$ cat src/rtl/lif_pkg.sv
// rtl/lif_pkg.sv - shared types, constants and saturating add for the LIF step scheduler
package lif_pkg;

  localparam int unsigned LIF_DATA_W = 16;
  // Leak factor is Q0.16: the leak term is the product shifted right by this amount
  localparam int unsigned LEAK_SHIFT = 16;

  typedef enum logic [2:0] {
    IDLE,
    FETCH,
    UPDATE,
    EMIT,
    DONE
  } lif_state_e;

  // Widen by one bit, add, and clamp to the largest w-bit unsigned value
  function automatic logic [31:0] sat_add(input logic [31:0] a, input logic [31:0] b,
                                          input int unsigned w);
    logic [32:0] sum;
    logic [32:0] max_v;
    sum   = {1'b0, a} + {1'b0, b};
    max_v = (33'd1 << w) - 33'd1;
    return (sum > max_v) ? max_v[31:0] : sum[31:0];
  endfunction

endpackage

$ cat src/rtl/lif_update_unit.sv
// rtl/lif_update_unit.sv - combinational leak/integrate/threshold/reset datapath for one neuron
module lif_update_unit
  import lif_pkg::*;
#(
  parameter int DATA_W = LIF_DATA_W
) (
  input  logic [DATA_W-1:0] v_i,
  input  logic [DATA_W-1:0] cur_i,
  input  logic [DATA_W-1:0] leak_i,
  input  logic [DATA_W-1:0] thr_i,
  input  logic [DATA_W-1:0] rst_i,
  output logic [DATA_W-1:0] v_next_o,
  output logic              fire_o
);

  logic [2*DATA_W-1:0] prod;
  logic [DATA_W-1:0]   lk;
  logic [DATA_W-1:0]   v_sat;

  // lk never exceeds v, so v - lk cannot underflow
  always_comb begin
    prod     = {{DATA_W{1'b0}}, v_i} * {{DATA_W{1'b0}}, leak_i};
    lk       = DATA_W'(prod >> DATA_W);
    v_sat    = DATA_W'(sat_add(32'(v_i - lk), 32'(cur_i), DATA_W));
    fire_o   = (v_sat >= thr_i);
    v_next_o = fire_o ? rst_i : v_sat;
  end

endmodule

$ cat src/rtl/lif_step_scheduler.sv
// rtl/lif_step_scheduler.sv - time-multiplexed LIF timestep scheduler over N_NEURONS neurons
// Optional refractory counters are enabled by defining LIF_REFRACTORY_EN.
module lif_step_scheduler
  import lif_pkg::*;
#(
  parameter  int N_NEURONS    = 4,
  parameter  int DATA_W       = LIF_DATA_W,
  parameter  int REFRAC_STEPS = 2,
  localparam int IDX_W        = $clog2(N_NEURONS)
) (
  input  logic              clk,
  input  logic              reset,
  input  logic              start,
  input  logic [DATA_W-1:0] leak_factor,
  input  logic [DATA_W-1:0] threshold,
  input  logic [DATA_W-1:0] reset_potential,
  output logic              cur_req,
  output logic [IDX_W-1:0]  cur_idx,
  input  logic              cur_valid,
  input  logic [DATA_W-1:0] input_current,
  output logic              spike_valid,
  output logic [IDX_W-1:0]  spike_idx,
  input  logic              spike_ready,
  output logic              busy,
  output logic              done,
  output logic [15:0]       step_count,
  input  logic [IDX_W-1:0]  rd_idx,
  output logic [DATA_W-1:0] rd_potential
);

  lif_state_e        state_q, state_d;
  logic [IDX_W-1:0]  idx_q;
  logic [DATA_W-1:0] cur_q;
  logic [DATA_W-1:0] leak_q, thr_q, rstp_q;
  logic [15:0]       step_q;
  logic [DATA_W-1:0] pot_q [N_NEURONS];

  logic [DATA_W-1:0] unit_v, upd_v;
  logic              unit_fire, upd_fire;
  logic              last_idx;

  assign last_idx     = (idx_q == IDX_W'(N_NEURONS - 1));
  assign step_count   = step_q;
  assign rd_potential = pot_q[rd_idx];

  lif_update_unit #(.DATA_W(DATA_W)) u_update (
    .v_i      (pot_q[idx_q]),
    .cur_i    (cur_q),
    .leak_i   (leak_q),
    .thr_i    (thr_q),
    .rst_i    (rstp_q),
    .v_next_o (unit_v),
    .fire_o   (unit_fire)
  );

`ifdef LIF_REFRACTORY_EN
  localparam int RC_W = $clog2(REFRAC_STEPS + 1);

  logic [RC_W-1:0] refrac_q [N_NEURONS];
  logic            refrac_active;

  // A refractory neuron keeps its potential; the fetched current is dropped
  assign refrac_active = (refrac_q[idx_q] != '0);
  assign upd_v         = refrac_active ? pot_q[idx_q] : unit_v;
  assign upd_fire      = !refrac_active && unit_fire;

  always_ff @(posedge clk or posedge reset) begin
    if (reset) begin
      for (int i = 0; i < N_NEURONS; i++) refrac_q[i] <= '0;
    end else if (state_q == UPDATE) begin
      if (refrac_active) refrac_q[idx_q] <= refrac_q[idx_q] - 1'b1;
      else if (unit_fire) refrac_q[idx_q] <= RC_W'(REFRAC_STEPS);
    end
  end
`else
  logic unused_refrac;
  assign unused_refrac = (REFRAC_STEPS != 0);
  assign upd_v         = unit_v;
  assign upd_fire      = unit_fire;
`endif

  always_ff @(posedge clk or posedge reset) begin
    if (reset) state_q <= IDLE;
    else       state_q <= state_d;
  end

  always_comb begin
    state_d = state_q;
    case (state_q)
      IDLE:    if (start) state_d = FETCH;
      FETCH:   if (cur_valid) state_d = UPDATE;
      UPDATE: begin
        if (upd_fire)      state_d = EMIT;
        else if (last_idx) state_d = DONE;
        else               state_d = FETCH;
      end
      EMIT:    if (spike_ready) state_d = last_idx ? DONE : FETCH;
      DONE:    state_d = IDLE;
      default: state_d = IDLE;
    endcase
  end

  always_comb begin
    cur_req     = (state_q == FETCH);
    cur_idx     = (state_q == FETCH) ? idx_q : '0;
    spike_valid = (state_q == EMIT);
    spike_idx   = (state_q == EMIT) ? idx_q : '0;
    busy        = (state_q == FETCH) || (state_q == UPDATE) || (state_q == EMIT);
    done        = (state_q == DONE);
  end

  // Config is shadowed at start so mid-step changes cannot disturb the running step
  always_ff @(posedge clk or posedge reset) begin
    if (reset) begin
      for (int i = 0; i < N_NEURONS; i++) pot_q[i] <= '0;
      idx_q  <= '0;
      cur_q  <= '0;
      leak_q <= '0;
      thr_q  <= '0;
      rstp_q <= '0;
      step_q <= '0;
    end else begin
      case (state_q)
        IDLE: begin
          if (start) begin
            leak_q <= leak_factor;
            thr_q  <= threshold;
            rstp_q <= reset_potential;
            idx_q  <= '0;
          end
        end
        FETCH: begin
          if (cur_valid) cur_q <= input_current;
        end
        UPDATE: begin
          pot_q[idx_q] <= upd_v;
          if (!upd_fire && !last_idx) idx_q <= idx_q + 1'b1;
        end
        EMIT: begin
          if (spike_ready && !last_idx) idx_q <= idx_q + 1'b1;
        end
        DONE: step_q <= step_q + 16'd1;
        default: ;
      endcase
    end
  end

endmodule
$ cat config.mk
export PLATFORM = sky130hd
export DESIGN_NAME = lif_step_scheduler
export DESIGN_NICKNAME = d
export VERILOG_FILES = /design/src/rtl/lif_pkg.sv /design/src/rtl/lif_update_unit.sv /design/src/rtl/lif_step_scheduler.sv
export SDC_FILE = /design/constraint.sdc
export NUM_CORES = 1
export LEC_CHECK = 0
export CORE_MARGIN = 1.5
export CORE_UTILIZATION = 30
export CTS_CLUSTER_SIZE = 16
export DETAILED_ROUTE_END_ITERATION = 8
export PLACE_DENSITY = 0.51
export SLEW_MARGIN = 25
export SYNTH_ARGS = -nofsm -noshare
export SYNTH_HDL_FRONTEND = slang
export SYNTH_SLANG_ARGS = --single-unit
$ cat constraint.sdc
create_clock -name clk -period 11.9 [get_ports clk]
set_clock_uncertainty 0.2 [all_clocks]
set_input_delay 2.975 -clock clk [delete_from_list [all_inputs] [get_ports clk]]
set_output_delay 2.975 -clock clk [all_outputs]
set_load 0.02 [all_outputs]
== Yosys cells after proc, flatten, opt, wreduce, memory -nomap -nowiden ==
Index checks and enable logic that the tools add are counted.

* Register bits after elaboration: 149
* Output and inout port bits: 40
* Input bits: 71
* Word-level logic and storage cells: 69

* Muxes and demuxes: 23
* $lt $le $gt $ge: 5
* $mul: 1
* Eq/ne operators: 10
* Bitwise logic cells: 2
* Reductions and logical operators: 13
* $add $sub $neg: 4

{| class="wikitable"
|+ Operators by type and width
! kind !! number
|-
| 16-bit two-way mux || 7
|-
| 16-bit binary-select mux with 2-bit select || 2
|-
| 64-bit bitwise mux || 1
|-
| 32-bit by 16-bit adder with 33-bit output || 1
|-
| 33-bit by 16-bit greater-than comparator with 1-bit output, second input constant || 1
|-
| 16-bit demux with 2-bit select || 1
|-
| 16-bit by 16-bit multiplier with 32-bit output || 1
|-
| 16-bit by 16-bit subtractor with 17-bit output || 1
|-
| 16-bit by 1-bit adder with 16-bit output, second input constant || 1
|-
| 16-bit >= comparator || 1
|-
| 3-bit two-way mux || 5
|-
| 3-bit case mux with 4 select lines || 1
|-
| 2-bit two-way mux || 5
|-
| 2-bit by 1-bit inequality test with 1-bit output, second input constant || 4
|-
| 3-bit by 2-bit equality test with 1-bit output, second input constant || 2
|-
| 3-bit >= comparator, second input constant || 2
|-
| 2-bit NOT with 3-bit output || 2
|-
| 2-bit case mux with 3 select lines || 1
|-
| 2-bit AND reduction || 2
|-
| 4-bit AND reduction || 1
|-
| 3-bit by 1-bit equality test with 1-bit output, second input constant || 1
|-
| 3-bit equality test, second input constant || 1
|-
| 1-bit logical AND || 3
|-
| 3-bit logical NOT || 1
|-
| 8 further kinds || 10
|}

== Longest topological paths before layout ==
* Word-level depth: 14
* Gate-level depth with buffers: 58

== By module ==
From an unflattened synthesis, not the netlist that was laid out.

* Cell total of the unflattened synthesis: 1671
* Area total of the unflattened synthesis: 16988.8 sq um

{| class="wikitable"
|+ Modules (own cells, without submodules)
! module !! times used !! area an instance (sq um) !! cells an instance !! sequential area each (sq um)
|-
| lif_update_unit || 1 || 10274.9 || 1244 || 0.0
|-
| lif_step_scheduler || 1 || 6713.9 || 427 || 3728.6
|}

== Least setup slack after synthesis ==
Ideal clock, no wire load.

* Kind: flip-flop to flip-flop
* From: reg idx_q[1]
* To: reg pot_q[25] in the netlist's numbering
* Setup slack: -708 ps
* Stages on the path, launching flop included: 52
* Period minus slack after synthesis: 12608 ps
* Path buffers: 5
* Arrival: 12325 ps
* Path through: dfrtp_1 > buf_2 > buf_1 > mux4_2 > and2_1 > fa_1 > inv_1 > fa_1 > fa_1 > inv_1 > fa_1 > fa_1 > inv_1 > fa_1 > inv_1 > ha_1 > o21a_1 > o211ai_1 > (+16 left out) > inv_1 > nor2_1 > o21a_1 > or3_1 > ha_1 > a311oi_2 > buf_2 > buf_2 > nand2_1 > ha_1 > and3_1 > a221o_1 > a21o_1 > a21oi_1 > clkbuf_1 > nor2_1 > a31o_2 > o21ai_0

* Longest elaborated chain between the ends: 12

{| class="wikitable"
|+ Ends and longest elaborated chain
! element !! RTL line !! RTL
|-
| start, declared || lif_step_scheduler.sv:32 || <nowiki>logic [IDX_W-1:0] idx_q;</nowiki>
|-
| start signal, assigned || lif_step_scheduler.sv:137 || <nowiki>if (!upd_fire && !last_idx) idx_q <= idx_q + 1'b1;</nowiki>
|-
| start signal, assigned || lif_step_scheduler.sv:140 || <nowiki>if (spike_ready && !last_idx) idx_q <= idx_q + 1'b1;</nowiki>
|-
| 2-bit NOT with 3-bit output (not written as such) (*) || lif_step_scheduler.sv:47, lif_step_scheduler.sv:136 ||
|-
| 16-bit binary-select mux with 2-bit select || lif_step_scheduler.sv:47 || <nowiki>.v_i (pot_q[idx_q]),</nowiki>
|-
| 16-bit two-way mux (not written as such) (2 in a row) || lif_step_scheduler.sv:47 ||
|-
| 16-bit by 16-bit multiplier with 32-bit output || lif_update_unit.sv:22 || <nowiki>prod = {{DATA_W{1'b0}}, v_i} * {{DATA_W{1'b0}}, leak_i};</nowiki>
|-
| 16-bit by 16-bit subtractor with 17-bit output || lif_update_unit.sv:24 || <nowiki>v_sat = DATA_W'(sat_add(32'(v_i - lk), 32'(cur_i), DATA_W));</nowiki>
|-
| 32-bit by 16-bit adder with 33-bit output || lif_pkg.sv:21 || <nowiki>sum = {1'b0, a} + {1'b0, b};</nowiki>
|-
| 33-bit by 16-bit greater-than comparator with 1-bit output || lif_pkg.sv:23 || <nowiki>return (sum > max_v) ? max_v[31:0] : sum[31:0];</nowiki>
|-
| 16-bit two-way mux || lif_pkg.sv:23 ||
|-
| 16-bit >= comparator || lif_update_unit.sv:25 || <nowiki>fire_o = (v_sat >= thr_i);</nowiki>
|-
| 16-bit two-way mux || lif_update_unit.sv:26 || <nowiki>v_next_o = fire_o ? rst_i : v_sat;</nowiki>
|-
| 64-bit bitwise mux (*) || lif_step_scheduler.sv:136 || <nowiki>pot_q[idx_q] <= upd_v;</nowiki>
|-
| end signal, assigned by index || lif_step_scheduler.sv:136 ||
|-
| end, declared || lif_step_scheduler.sv:36 || <nowiki>logic [DATA_W-1:0] pot_q [N_NEURONS];</nowiki>
|}

Mark *: on every way between the ends. The rest lies on a longest branch, timed or not. The select of a mux whose other input is x is not followed.
A chain may end at the register's enable or synchronous reset.

== Final worst setup path ==
* From: reg idx_q[1]
* To: reg pot_q[51] in the netlist's numbering

The elaborated chain is that of the path after synthesis.

==> impl_metrics.csv <==
group,metric,value,unit
synth,syn-cell-area,16600,µm²
synth,synth_top_flop_cell,"dfrtp_1",
timing,rsz0062_at_grt,"true",
cells_and_area,final_cell_mix,"buf_4 (254), nand2_1 (250), inv_1 (246)",
clock_network,htree_levels,4,
timing,worst_pin_slew,0.865,ns
cells_and_area,drive_gt1_share,29.0,%
worst_setup_path,r2r_end,"pot_q[51]$_DFFE_PP0P_",
worst_setup_path,path_class,"reg2reg",
synth,synth-edff-count,0,
placement,pre_cts_slack,-0.620,ns
clock_network,cts-root-buf,"clkbuf_16",
synth,seq_area_frac_synth,22.5,%
clock_network,cts_inserted_buffers,17,
clock_network,cts_tree,"built",
timing,setup_slack,-0.0949,ns
routing,dr.pass1.iters,5,
worst_setup_path,path_depth,52,
worst_setup_path,required,12.02,ns
routing,drt-total-wl,48100,µm
global_routing,met2_usage,29.1,%
timing,setup_viol,58,
global_routing,busiest_layer,"met2",
worst_setup_path,critPathCapture,"pot_q[51]$_DFFE_PP0P_",
die,coreArea,54900,µm²
worst_setup_path,worst_r2r_startpoint,"idx_q[1]$_DFFE_PP0P_",
synth,synth_area_per_cell,9.73,µm²
global_routing,grt_pass1_wl,77800,µm
clock_network,cts_sinks,149,
die,fp.dieH,238,µm
worst_setup_path,ff2ff_path_depth,52,
cells_and_area,nets,2473,
clock_network,insertion_delay,0.48,ns
timing,hold_ws,0.276,ns
routing,viasPerCell,4.75,
die,dieWidth,238,µm
synth,synth_seq_cells,149,
worst_setup_path,cp_num_buf_inv,12,
clock_network,cts_hold_buf,0,
worst_setup_path,slowest_delay,0.60,ns
worst_setup_path,cp-startpoint,"idx_q[1]$_DFFE_PP0P_",
worst_setup_path,crit_arrival,12.12,ns
worst_setup_path,cp_common_cell,"fa_1",
worst_setup_path,crit_family,"adder cells",
global_routing,met3_usage,2.52,%
routing,vias,13161,
cells_and_area,syn_to_final_growth,33.6,%
synth,synth_nets,2129,
die,ios,111,
worst_setup_path,critPathLaunchType,"flop",
outcome,status,"finished, violations left",
routing,antenna_left,0,
timing,finalCriticalPeriod,11.99,ns
cells_and_area,antenna_cells,0,
clock_network,clock_path_buffers,2,
placement,hpwl,37100,µm
worst_setup_path,r2r_setup_slack,-0.09,ns
die,rows,86,
synth,synth-async-reset-ratio,100,%
routing,drc,0,
global_routing,grtUsageMet1,23.9,%
timing,relSlewSlack,42.4,%
placement,gp_congestion,0.858,
clock_network,clk_pin_slew,0.07,ns
timing,slew_violations,0,
timing,fmax,83.4,MHz
cells_and_area,final_common_cell,"buf_4",
global_routing,grt_max_degree,84,
synth,synth.distinct_cells,57,
synth,yosys_warnings,0,
routing,drt_iter0_markers,606,
global_routing,first_global_vias,14186,
global_routing,grt.overflow.total,0,
job,maxCapViolCount,0,
synth,netlist_instances,1707,
routing,post_drt_wl_per_cell,17.4,µm
global_routing,grtUsageTotal,17.7,%
worst_setup_path,crit_fanout,8,
outcome,violations,"negative setup slack",
timing,finalCritPeriodShare,101,%
worst_setup_path,cp_slowest_cell,"mux4_2",
timing,finalHoldViolations,0,
global_routing,antenna_found_initial,1,
worst_setup_path,critPathCaptureType,"flop",
min_path,hp-class,"reg2reg",
placement,port_buffers,110,
die,die-area,56800,µm²
die,initial_utilization,30.3,%
[metal layers]
| metal | up-vias | wire length (µm) |
|---|---|---|
| met3 | 50 | 1580 |
| met2 | 265 | 23100 |
| li1 | 6252 | - |
| met4 | 0 | 1130 |
| met5 | - | 0 |
| met1 | 6594 | 22300 |
[kinds of logic after synthesis]
group	share of synthesized area, %
adder cells (fa/ha/maj)	35.3
flip-flops	22.5
buffers and inverters	7.81
AO/OA/AOI/OAI	8.87
AND/OR/NAND/NOR	15.1
multiplexers	7.73
XOR/XNOR	2.74
[synth_stat cells (4+ instances only)]
| cell | number | area, µm² |
|---|---|---|
| inv_1 | 267 | 1000 |
| nand2_1 | 262 | 983 |
| fa_1 | 195 | 3900 |
| ha_1 | 156 | 1950 |
| dfrtp_1 | 149 | 3730 |
| and2_1 | 117 | 732 |
| clkbuf_1 | 66 | 248 |
| o31ai_1 | 53 | 398 |
| mux2_2 | 50 | 563 |
| nor2_1 | 43 | 161 |
| o21ai_0 | 38 | 190 |
| mux4_2 | 32 | 721 |
| a21o_1 | 29 | 218 |
| xnor2_1 | 29 | 254 |
| a21oi_1 | 28 | 140 |
| xor2_1 | 23 | 201 |
| nand3_1 | 17 | 85.1 |
| nor3_1 | 16 | 80.1 |
| and3_4 | 10 | 113 |
| and3_1 | 9 | 56.3 |
| nor4_1 | 9 | 56.3 |
| o21a_1 | 9 | 67.6 |
| o21ai_1 | 9 | 45.0 |
| a31oi_1 | 8 | 50.1 |
| or2_2 | 7 | 43.8 |
| nor2b_1 | 6 | 37.5 |
| a211oi_1 | 5 | 37.5 |
| nand2b_1 | 5 | 31.3 |
| nand4_1 | 5 | 31.3 |
| or3_1 | 5 | 31.3 |
| buf_1 | 4 | 15.0 |
| buf_2 | 4 | 20.0 |
| o211ai_1 | 4 | 30.0 |
[state kept, by name (all words and copies together), names as in the netlist]
register,flops
rstp_q,16
cur_q,16
thr_q,16
leak_q,16
step_count,16
state_q,3
idx_q,2
pot_q,64
[what timing repair did]
item | in CTS | in global routing
resized for setup | 133 | 90
endpoints found under the setup margin | 69 | 69
cloned | 2 | 2
pin swaps | 120 | 60
buffers inserted | 39 | 8
[worst min-delay path by stage]
stage / startpoint / end / slack, ns / cells after the start
global route: step_count[15]$_DFFE_PP0P_ / step_count[15]$_DFFE_PP0P_ / 0.31 / 1
CTS: step_count[15]$_DFFE_PP0P_ / step_count[15]$_DFFE_PP0P_ / 0.28 / 1
detailed placement: step_count[15]$_DFFE_PP0P_ / step_count[15]$_DFFE_PP0P_ / 0.27 / 1
floorplan: pot_q[16]$_DFFE_PP0P_ / pot_q[16]$_DFFE_PP0P_ / 0.26 / 2
finish: step_count[15]$_DFFE_PP0P_ / step_count[15]$_DFFE_PP0P_ / 0.28 / 1
global placement: step_count[15]$_DFFE_PP0P_ / step_count[15]$_DFFE_PP0P_ / 0.26 / 1
[stage by stage]
stage	TNS (ns)	cell area, µm²	util, %	cells
finish	-3.78	22200	40.4	2768
global route	-30.97	22200	40.4	2768
CTS	-1.07	21700	39.5	2759
detailed placement	-38.83	20200	36.8	2687
global placement	-31.57	20200	36.8	2687
floorplan	0	16600	-	1707
[area by class of cell]
type                            instances  area [µm²]
Fill cell                            5455       32700
Multi-Input combinational cell       1215       12500
Sequential cell                       149        3730
Timing Repair Buffer                  400        3530
Inverter                              268        1010
Tap cell                              704         881
Clock buffer                           18         429
Clock inverter                         14         119
[worst register-to-register path, delay by kind of cell (launching register included)]
kind                       cells  cell delay, ns
muxes                          1            0.61
adders and majority gates     11            4.16
buffers and inverters         12            1.46
xor gates and xnor gates       2            0.31
AOI/OAI and AO/OA             18            3.17
and+or+nand+nor                8            1.55
DFF                            1            0.43
Power is left out: the tool's default activity adds up to more than one toggle a clock period on the data nets, which glitch-free logic cannot reach.
